==> src/rtl/uart_tx.sv <==
// uart_tx : byte-wide 8N1 UART transmitter, LSB first, with a 4-entry FIFO.
//
// Ports
//   clk   in   system clock, all state changes on the rising edge
//   nrst  in   asynchronous active-low reset
//   DIN   in   [7:0] byte to queue, sampled on a wr cycle
//   wr    in   write strobe, one byte per high cycle
//   tx    out  serial line, idle high, registered
//   busy  out  FIFO non-empty or a frame in progress
//   full  out  FIFO holds 4 bytes
//   sent  out  one-clock pulse after the stop bit of each frame completes
//
// A frame is start (ubrr clocks low), 8 data bits (ubrr clocks each),
// stop (ubrr clocks high) and one CLEANUP clock before returning to IDLE.

module uart_tx #(
    parameter int INCLOCK = 50000000,
    parameter int BAUDE   = 921600
) (
    input  logic       clk,
    input  logic       nrst,
    input  logic [7:0] DIN,
    input  logic       wr,
    output logic       tx,
    output logic       busy,
    output logic       full,
    output logic       sent
);

    localparam int          UBRR     = INCLOCK / BAUDE;
    localparam logic [14:0] BIT_LAST = 15'(UBRR - 1);

    localparam logic [2:0] S_IDLE    = 3'd0;
    localparam logic [2:0] S_START   = 3'd1;
    localparam logic [2:0] S_DATA    = 3'd2;
    localparam logic [2:0] S_STOP    = 3'd3;
    localparam logic [2:0] S_CLEANUP = 3'd4;

    logic [7:0]  r_fifo [4];
    logic [1:0]  r_wptr;
    logic [1:0]  r_rptr;
    logic [2:0]  r_count;

    logic [2:0]  r_state;
    logic [14:0] r_cnt;
    logic [2:0]  r_idx;
    logic [7:0]  r_shift;
    logic        r_tx;
    logic        r_sent;

    logic        w_wrEn;
    logic        w_pop;
    logic        w_bitEnd;

    // Full is judged on the pre-edge count, so a write while full is dropped
    // even when the FSM pops in the same cycle.
    assign w_wrEn   = wr && (r_count != 3'd4);
    assign w_pop    = (r_state == S_IDLE) && (r_count != 3'd0);
    assign w_bitEnd = (r_cnt == BIT_LAST);

    assign tx   = r_tx;
    assign sent = r_sent;
    assign busy = (r_state != S_IDLE) || (r_count != 3'd0);
    assign full = (r_count == 3'd4);

    // FIFO storage needs no reset: the count alone decides what is valid.
    always_ff @(posedge clk) begin
        if (w_wrEn) begin
            r_fifo[r_wptr] <= DIN;
        end
    end

    // Pointers wrap naturally in 2 bits; a simultaneous write and pop
    // leaves the count unchanged.
    always_ff @(posedge clk or negedge nrst) begin
        if (!nrst) begin
            r_wptr  <= 2'd0;
            r_rptr  <= 2'd0;
            r_count <= 3'd0;
        end else begin
            if (w_wrEn) begin
                r_wptr <= r_wptr + 2'd1;
            end
            if (w_pop) begin
                r_rptr <= r_rptr + 2'd1;
            end
            case ({w_wrEn, w_pop})
                2'b10:   r_count <= r_count + 3'd1;
                2'b01:   r_count <= r_count - 3'd1;
                default: r_count <= r_count;
            endcase
        end
    end

    // Frame sequencer. tx is registered so each level change lands exactly
    // on a bit-time boundary; sent is registered from CLEANUP so it rises
    // one clock after the stop bit finishes.
    always_ff @(posedge clk or negedge nrst) begin
        if (!nrst) begin
            r_state <= S_IDLE;
            r_cnt   <= 15'd0;
            r_idx   <= 3'd0;
            r_shift <= 8'd0;
            r_tx    <= 1'b1;
            r_sent  <= 1'b0;
        end else begin
            r_sent <= (r_state == S_CLEANUP);
            case (r_state)
                S_IDLE: begin
                    r_tx  <= 1'b1;
                    r_cnt <= 15'd0;
                    r_idx <= 3'd0;
                    if (r_count != 3'd0) begin
                        r_shift <= r_fifo[r_rptr];
                        r_tx    <= 1'b0;
                        r_state <= S_START;
                    end
                end
                S_START: begin
                    if (w_bitEnd) begin
                        r_cnt   <= 15'd0;
                        r_tx    <= r_shift[0];
                        r_state <= S_DATA;
                    end else begin
                        r_cnt <= r_cnt + 15'd1;
                    end
                end
                S_DATA: begin
                    if (w_bitEnd) begin
                        r_cnt <= 15'd0;
                        if (r_idx == 3'd7) begin
                            r_tx    <= 1'b1;
                            r_state <= S_STOP;
                        end else begin
                            r_shift <= r_shift >> 1;
                            r_idx   <= r_idx + 3'd1;
                            r_tx    <= r_shift[1];
                        end
                    end else begin
                        r_cnt <= r_cnt + 15'd1;
                    end
                end
                S_STOP: begin
                    r_tx <= 1'b1;
                    if (w_bitEnd) begin
                        r_cnt   <= 15'd0;
                        r_state <= S_CLEANUP;
                    end else begin
                        r_cnt <= r_cnt + 15'd1;
                    end
                end
                S_CLEANUP: begin
                    r_tx    <= 1'b1;
                    r_state <= S_IDLE;
                end
                default: begin
                    r_tx    <= 1'b1;
                    r_state <= S_IDLE;
                end
            endcase
        end
    end

endmodule
==> config.mk <==
export PLATFORM = sky130hd
export DESIGN_NAME = uart_tx
export DESIGN_NICKNAME = d
export VERILOG_FILES = /design/src/rtl/uart_tx.sv
export SDC_FILE = /design/constraint.sdc
export NUM_CORES = 1
export LEC_CHECK = 0
export BUFFER_PORTS_ARGS = -buffer_cell sky130_fd_sc_hd__buf_2
export CORE_MARGIN = 3
export CORE_UTILIZATION = 50
export DETAILED_ROUTE_END_ITERATION = 8
export PLACE_DENSITY = 0.7
export RECOVER_POWER = 100
export SETUP_SLACK_MARGIN = 0.02
export SLEW_MARGIN = 20
export SYNTH_ARGS = -nofsm -noshare
export SYNTH_HDL_FRONTEND = slang
export SYNTH_SLANG_ARGS = --single-unit
==> constraint.sdc <==
create_clock -name clk -period 7.04 [get_ports clk]
set_input_delay 0 -clock clk [delete_from_list [all_inputs] [get_ports clk]]
set_output_delay 0 -clock clk [all_outputs]
set_load 0.01 [all_outputs]
After elaboration in Yosys (flattened, before gate mapping)

Memories as Yosys holds them, arrays and structs flattened.
Cells that the tools add are included.

Add/subtract/negate cells: 6
Equality and inequality tests: 16
Muxes and demuxes: 23
Reductions and logical operators: 14

Operators with widths:

| operator              | number |
|---|---|
| $pmux 15 s2           | 1 |
| $mux 8                | 3 |
| $mux 3                | 7 |
| $pmux 8 s2            | 1 |
| $add 15x1->15 const B | 1 |
| $eq 15x6->1 const B   | 1 |
| $mux 15               | 1 |
| $pmux 3 s2            | 2 |
| $pmux 3 s4            | 1 |
| $ne 2x2->1 const B    | 5 |
| $eq 3x3->1 const B    | 3 |
| $add 3x1->3 const B   | 2 |
| $eq 3x2->1 const B    | 2 |
| $mux 1                | 6 |
| $reduce_bool 2->1     | 3 |
| $reduce_bool 3->1     | 2 |
| $reduce_and 5->1      | 1 |
| $add 2x1->2 const B   | 2 |
| $reduce_and 4->1      | 1 |
| $eq 3x1->1 const B    | 1 |
| $logic_not 3->1       | 1 |
| $ne 3x3->1 const B    | 1 |
| $pmux 1 s3            | 1 |
| $reduce_and 3->1      | 1 |
| other kinds (8)       | 9 |

Flip-flop bits (word level): 38
Bits in writable memories: 32
Input bits: 11
Output and inout port bits: 4
Word-level logic and storage cells: 69
Memories: 1

Memory list:

| name   | words | width | rd ports | clocked after Yosys merged registers in | wr ports | line | RTL |
|---|---|---|---|---|---|---|---|
| r_fifo | 4     | 8     | 1        | 0                                       | 1        | 39   | `logic [7:0] r_fifo [4];` |

Longest topological paths before layout

Gate-level depths: netlist of run 1.

Word-level depth: 4
Mapped depth: 10
Mapped depth without buffers: 10

Worst setup path before layout of run 1

No wires, ideal clock.

Path kind: reg2reg
Start point: register r_state[2]
End point: register r_count[2]
Library setup time: 0.079 ns
Arrival time: 2.163 ns
Data required time: 6.961 ns
Setup slack: 4.798 ns
Stages on the path, launching flop included: 11
Path buffers: 2
Period minus slack after synthesis: 2.242 ns
Cell sequence: dfrtp_1 > buf_2 > or2_1 > clkbuf_1 > nor3_1 > ha_1 > inv_1 > fa_1 > xor2_1 > nor2_1 > xor2_1

Longest elaborated chain between the ends: 4
Elaborated cells between the ends (all ways): 6
Those cells by class: eq/ne (2); mux (1); reduce/logical (3)

RTL lines:

| item                                                   | line | RTL |
|---|---|---|
| start, declared                                        | 44   | `logic [2:0] r_state;` |
| start signal, assigned                                 | 100  | `r_state <= S_IDLE;` |
| start signal, assigned                                 | 116  | `r_state <= S_START;` |
| start signal, assigned                                 | 123  | `r_state <= S_DATA;` |
| $logic_not 3->1 *                                      | 58   | `assign w_pop = (r_state == S_IDLE) && (r_count != 3'd0);` |
| $logic_and 1x1->1 *                                    | 58   |  |
| via w_pop                                              | 52   | `logic w_pop;` |
| $eq 2x1->1 / $eq 2x2->1 (equally long branches)        | 87   | `case ({w_wrEn, w_pop})` |
| $pmux 3 s2 / $reduce_bool 2->1 (equally long branches) | --   |  |
| end signal, assigned                                   | 88   | `2'b10: r_count <= r_count + 3'd1;` |
| end signal, assigned                                   | 89   | `2'b01: r_count <= r_count - 3'd1;` |
| end signal, assigned                                   | 90   | `default: r_count <= r_count;` |
| end, declared                                          | 42   | `logic [2:0] r_count;` |

The timed path passes the listed nets; every way through them passes the cells marked *.
A chain may end at the register's enable or synchronous reset.

Worst setup path in the final report of run 1

Same ends and word-level chain as after synthesis.

==> impl_metrics.tcl, run 1 <==
set metrics [dict create \
    status "finished, violations left" \
    violations "capacitance limit, slew limit" \
    p_leak_nw 1.47 \
    synthTopCellsByArea "edfxtp_1 (28%), dfrtp_1 (27%), mux4_2 (5.3%)" \
    peakVddDrop_uv 244 \
    diodes 0 \
    tightest_slew_ns 2.00 \
    routed_wirelength_mm 5.89 \
    hold_violations 0 \
    overflow 0 \
    layoutNonFillerInstCount 367 \
    clock_latency_ns 0.36 \
    ios 15 \
    start_util_pct 52.7 \
    synth_common_cells "dfrtp_1 (37), edfxtp_1 (32), inv_1 (17)" \
    finalSetupViolCount 0 \
    clock-sinks 70 \
    grt_use_total_pct 17.6 \
    cts_buffers 9 \
    first_pass_iters 4 \
    utilization_pct 57.7 \
    drv_cap 1 \
    p_comb_share_pct 33.0 \
    wl_per_cell_um 16.0 \
    path_clk_slew_ns 0.08 \
    crit_type "flip-flop to flip-flop" \
    cts_htree_levels 3 \
    cts_resized 0 \
    netlist_instances 265 \
    die_y_um 88.5 \
    setup_tns_ns 0 \
    syn-num-nets 286 \
    finalMaxSlewViolations 39 \
    endpoint_kind "flip-flop" \
    syn_area_mm2 0.00340 \
    fin_crit_sh_pct 41.3 \
    min_period_ns 2.91 \
    drive_gt1_share_pct 12.8 \
    r2r_slack_ns 4.13 \
    fillers 534 \
    crit_fanout 37 \
    switchingPower_w 0.000503 \
    grt_pass1_wl_mm 10.2 \
    tritoncts "done" \
    fin_skew_ns 0.00955 \
    syn_area_per_cell_um2 12.8 \
    portBuffers 14 \
    die_w_um 88.5 \
    syn_to_final_growth_pct 9.37 \
    rows 29 \
    place_area_mm2 0.00349 \
    drcViolationCount 0 \
    synth.top_cell.area_share_pct 28.2 \
    p_clk_share_pct 21.6 \
    antenna_found_initial 0 \
    slew_headroom_pct -33.5 \
    worstPathRequired_ns 7.32 \
    yosysUniqueCellTypes 47 \
    hp-class "input pin to flip-flop" \
    yosysMostFrequentCell "dfrtp_1" \
    worst_ep_arrival_time_ns 3.19 \
    design_area_mm2 0.00372 \
    via_per_inst 5.74 \
    place.gp.congestion 0.804 \
    synth-main-ff-cell "dfrtp_1" \
    dp_cells 342 \
    grt_max_degree 39 \
    max_freq_ghz 0.344 \
    seqCellArea_mm2 0.00191 \
    clockBufferDepth 2 \
    synth_edf_count 32 \
    power_frac_seq_pct 45.4 \
    p_sw_share_pct 35.7 \
    die_area_mm2 0.00783 \
    hpwl_mm 3.93 \
    synth_top_cell_by_area "edfxtp_1" \
    multiInputGateArea_mm2 0.00132 \
    core_mm2 0.00646 \
    total_power_w 0.00141 \
    internal-power_w 0.000906 \
    ys_ff_latch 70 \
    rsz0062_at_grt "false" \
    p_per_area_mw_per_mm2 378 \
    route.vias.total 2106 \
    root_buffer "clkbuf_8" \
    grt_pass1_vias 2080 \
    start_kind "flip-flop" \
    yosysWarnings 0 \
    drtIter0Drc 117 \
    ant_nets 0 \
    ys_async_sr_fraction_pct 54.3 \
    fin_nets 306 \
    yosysSeqAreaShare_pct 56.2 \
]
[per-layer routing]
metal | global-route usage [%] | part of all wire, %
met5 | 0 | 0
met4 | 9.89 | 3.0
met3 | 4.28 | 3.8
met2 | 24.2 | 45
met1 | 25.5 | 48
[what timing repair did]
item / 4_1_cts / 5_1_grt
endpoints found under the hold margin: 69 / 0
hold buffers: 9 / 0
setup buffers: 0 / 0
[power groups by stage]
| stage | clock, W | sequential [W] | combinational (W) |
|---|---|---|---|
| floorplan | 0 | 0.000589 | 0.000439 |
| global placement | 0 | 0.000644 | 0.000462 |
| detailed placement | 0 | 0.000651 | 0.000476 |
| CTS | 0.000312 | 0.000642 | 0.000484 |
| global route | 0.000333 | 0.000659 | 0.000530 |
| finish | 0.000304 | 0.000639 | 0.000465 |
[cells by family after synthesis]
family | count (synthesis) | share of synthesized area, %
AOI/OAI and AO/OA | 40 | 7.20
xor gates and xnor gates | 6 | 1.54
adders and majority gates | 10 | 3.90
buffers and inverters | 31 | 4.26
DFF | 70 | 56.2
muxes | 28 | 11.7
and+or+nand+nor | 80 | 15.2
[placed cells by master (no fill, tap or decap), types with 7 or more instances in the layout]
cell type / synthesis / final
clkbuf_1: 7 / 12
edfxtp_1: 32 / 32
mux2_2: 8 / 8
nand2_1: 12 / 12
inv_1: 17 / 17
dlygate4sd3_1: 0 / 9
ha_1: 9 / 9
mux2_1: 7 / 7
clkbuf_8: 0 / 9
mux4_2: 8 / 8
nand3_1: 10 / 10
o21ai_0: 7 / 16
a21oi_1: 12 / 12
dfrtp_1: 37 / 37
or4_1: 10 / 10
nor2_1: 7 / 7
[path summary, 6_finish.rpt]
check | start | end | depth (start not counted)
worst max-delay path | r_state[2] | r_count[2] | 8
worst min-delay path | wr | r_wptr[0] | 3
worst max register to register | r_state[2] | r_count[2] | 8
worst min register to register | r_shift[7] | r_shift[7] | 1
max in group asynchronous | nrst | r_shift[4] | 2
min in group asynchronous | nrst | r_cnt[3] | 2
[flip-flops by register name, summed over array words and instances (netlist names)]
name and flops:
r_fifo 32, r_cnt 15, r_shift 8, r_count 3, r_idx 3, r_state 3
r_rptr 2, r_wptr 2, sent 1, tx 1
[per-stage QoR]
step | setup slack (ns) | hold WS, ns
floorplan | 4.80 | -0.296
global placement | 4.35 | 0.151
detailed placement | 4.19 | 0.154
CTS | 4.17 | 0.0877
global route | 3.85 | 0.125
finish | 4.13 | 0.0996
[critical path, cell delays in order, from the launching register on]
cell and delay (ns):
dfrtp_1 0.76, or2_0 0.53, nor3_1 0.43, ha_1 0.28
inv_1 0.06, fa_1 0.37, xor2_1 0.15, nor2_1 0.11
xor2_1 0.14
[area by class of cell]
class / count / area share, %
tap: 77 / 2.59
inverter: 17 / 1.71
clock buffer: 9 / 3.33
multi-input combinational: 164 / 35.5
sequential: 70 / 51.4
timing repair buffer: 23 / 3.90
clock inverter: 7 / 1.65
(Power assumes the default switching activity.)
==> run 2, diff against run 1 <==
- clock period: 7.04 -> 2.83 ns (I/O delays scaled with it)
==> impl_metrics.tcl, run 2 (synthesis results as in run 1) <==
set metrics [dict create \
    max_freq_ghz 0.420 \
    clockBufferDepth 2 \
    antenna_found_initial 0 \
    critPathBufInv 1 \
    min_period_ns 2.38 \
    preCtsSetupSlack_ns 0.487 \
    peakVddDrop_uv 569 \
    violations "capacitance limit, slew limit" \
    grt_use_total_pct 17.1 \
    via_per_inst 5.75 \
    die_w_um 88.5 \
    fin_skew_ns 0.00718 \
    final_common_cell "dfrtp_1" \
    wl_met2_mm 2.74 \
    rsz0062_at_grt "false" \
    routed_wirelength_mm 5.96 \
    dp_cells 345 \
    ant_nets 0 \
    path_cells "inv_1, ha_1, nor4b_1, and4_1, o21ai_2, mux2_1" \
    layoutNonFillerInstCount 370 \
    hpwl_mm 3.92 \
    finalMaxSlewViolations 39 \
    top_regs "r_fifo x32, r_cnt x15, r_shift x8" \
    die_area_mm2 0.00783 \
    p_leak_nw 1.48 \
    diodes 0 \
    tightest_slew_ns 2.07 \
    p_clk_share_pct 21.4 \
    r2r_slack_ns 0.45 \
    cts_setup_buffers 0 \
    finalSetupViolCount 0 \
    route.vias.total 2128 \
    fin_nets 309 \
    p_per_area_mw_per_mm2 947 \
    drcViolationCount 0 \
    portBuffers 14 \
    utilization_pct 58.1 \
    power_frac_seq_pct 44.1 \
    holdWs_ns 0.109 \
    p_sw_share_pct 36.0 \
    largest_reg_flops 32 \
    cts_resized 0 \
    p_comb_share_pct 34.5 \
    switchingPower_w 0.00128 \
    hold_violations 0 \
    start_util_pct 52.7 \
    crit_type "flip-flop to flip-flop" \
    path_clk_slew_ns 0.08 \
    syn_to_final_growth_pct 10.3 \
    drv_cap 1 \
    hp-class "input pin to flip-flop" \
    status "finished, violations left" \
    drtIter0Drc 160 \
    endpoint_kind "flip-flop" \
    first_pass_iters 4 \
    crit_fanout 8 \
    root_buffer "clkbuf_8" \
    ios 15 \
    wl_met1_mm 2.95 \
    cts_htree_levels 3 \
    setup_tns_ns 0 \
    final_cell_mix "dfrtp_1 (37), edfxtp_1 (32), inv_1 (17)" \
    fin_crit_sh_pct 84.1 \
    clock-sinks 70 \
    cts_buffers 9 \
    place.gp.congestion 0.794 \
    clock_latency_ns 0.34 \
    rows 29 \
    wl_per_cell_um 16.1 \
    wl_met3_um 196 \
    crit_slowest_cell "nor4b_1" \
    worstPathRequired_ns 3.05 \
    die_y_um 88.5 \
    grt_max_degree 39 \
    internal-power_w 0.00228 \
    slowest_delay_ns 0.60 \
    core_mm2 0.00646 \
    timing.final.ws_setup_ns 0.449 \
    largest_register "r_fifo" \
    grt_pass1_wl_mm 10.1 \
    overflow 0 \
    highest_layer "met4" \
    slew_headroom_pct -37.8 \
    worst_ep_arrival_time_ns 2.60 \
    start_kind "flip-flop" \
    cp_top_family "simple AND/OR/NAND/NOR gates" \
    grt_pass1_vias 2075 \
    postCtsHoldBufs 9 \
    drive_gt1_share_pct 14.3 \
    tritoncts "done" \
]
run 2: changes by cell type in the layout (fill, tap and decap cells not counted), sizes merged:
cell    delta
buf        +2
clkbuf     +1
run 2: layout make-up:
type / count / area (um^2)
Sequential cell: 70 / 1910
Tap cell: 77 / 96.3
Inverter: 17 / 63.8
Timing Repair Buffer: 26 / 164
Clock buffer: 9 / 124
Multi-Input combinational cell: 164 / 1330
Fill cell: 545 / 2710
Clock inverter: 7 / 61.3
run 2: through the flow:
step | total power (W) | area (um^2)
2_1_floorplan | 0.00256 | 3400
3_3_place_gp | 0.00281 | 3510
3_5_place_dp | 0.00284 | 3510
4_1_cts | 0.00362 | 3790
5_1_grt | 0.00381 | 3750
6_report | 0.00356 | 3750
run 2: power groups by stage:
stage | sequential [W] | clock (W) | combinational (W)
after floorplan | 0.00147 | 0 | 0.00109
after global placement | 0.00158 | 0 | 0.00123
after detailed placement | 0.00159 | 0 | 0.00124
after CTS | 0.00157 | 0.000781 | 0.00127
after global routing | 0.00161 | 0.000823 | 0.00137
final | 0.00157 | 0.000763 | 0.00123
run 2: metal layers:
metal  vias up  track usage (%)
met5         -                0
met1      1056             25.0
li1       1029                -
met3         6             3.91
met2        37             25.0
met4         0             6.59
run 2: worst paths after layout:
kind / end / cells after the start / startpoint
max: r_shift[6] / 6 / r_cnt[1]
min: r_wptr[0] / 3 / wr
max reg2reg: r_shift[6] / 6 / r_cnt[1]
min reg2reg: r_shift[7] / 1 / r_shift[7]
max in group asynchronous: r_cnt[10] / 2 / nrst
min in group asynchronous: r_cnt[3] / 2 / nrst
run 2: worst min-delay path: stages:
cell,delay (ns)
buf_2,0.09
nor2b_1,0.19
xnor2_1,0.14
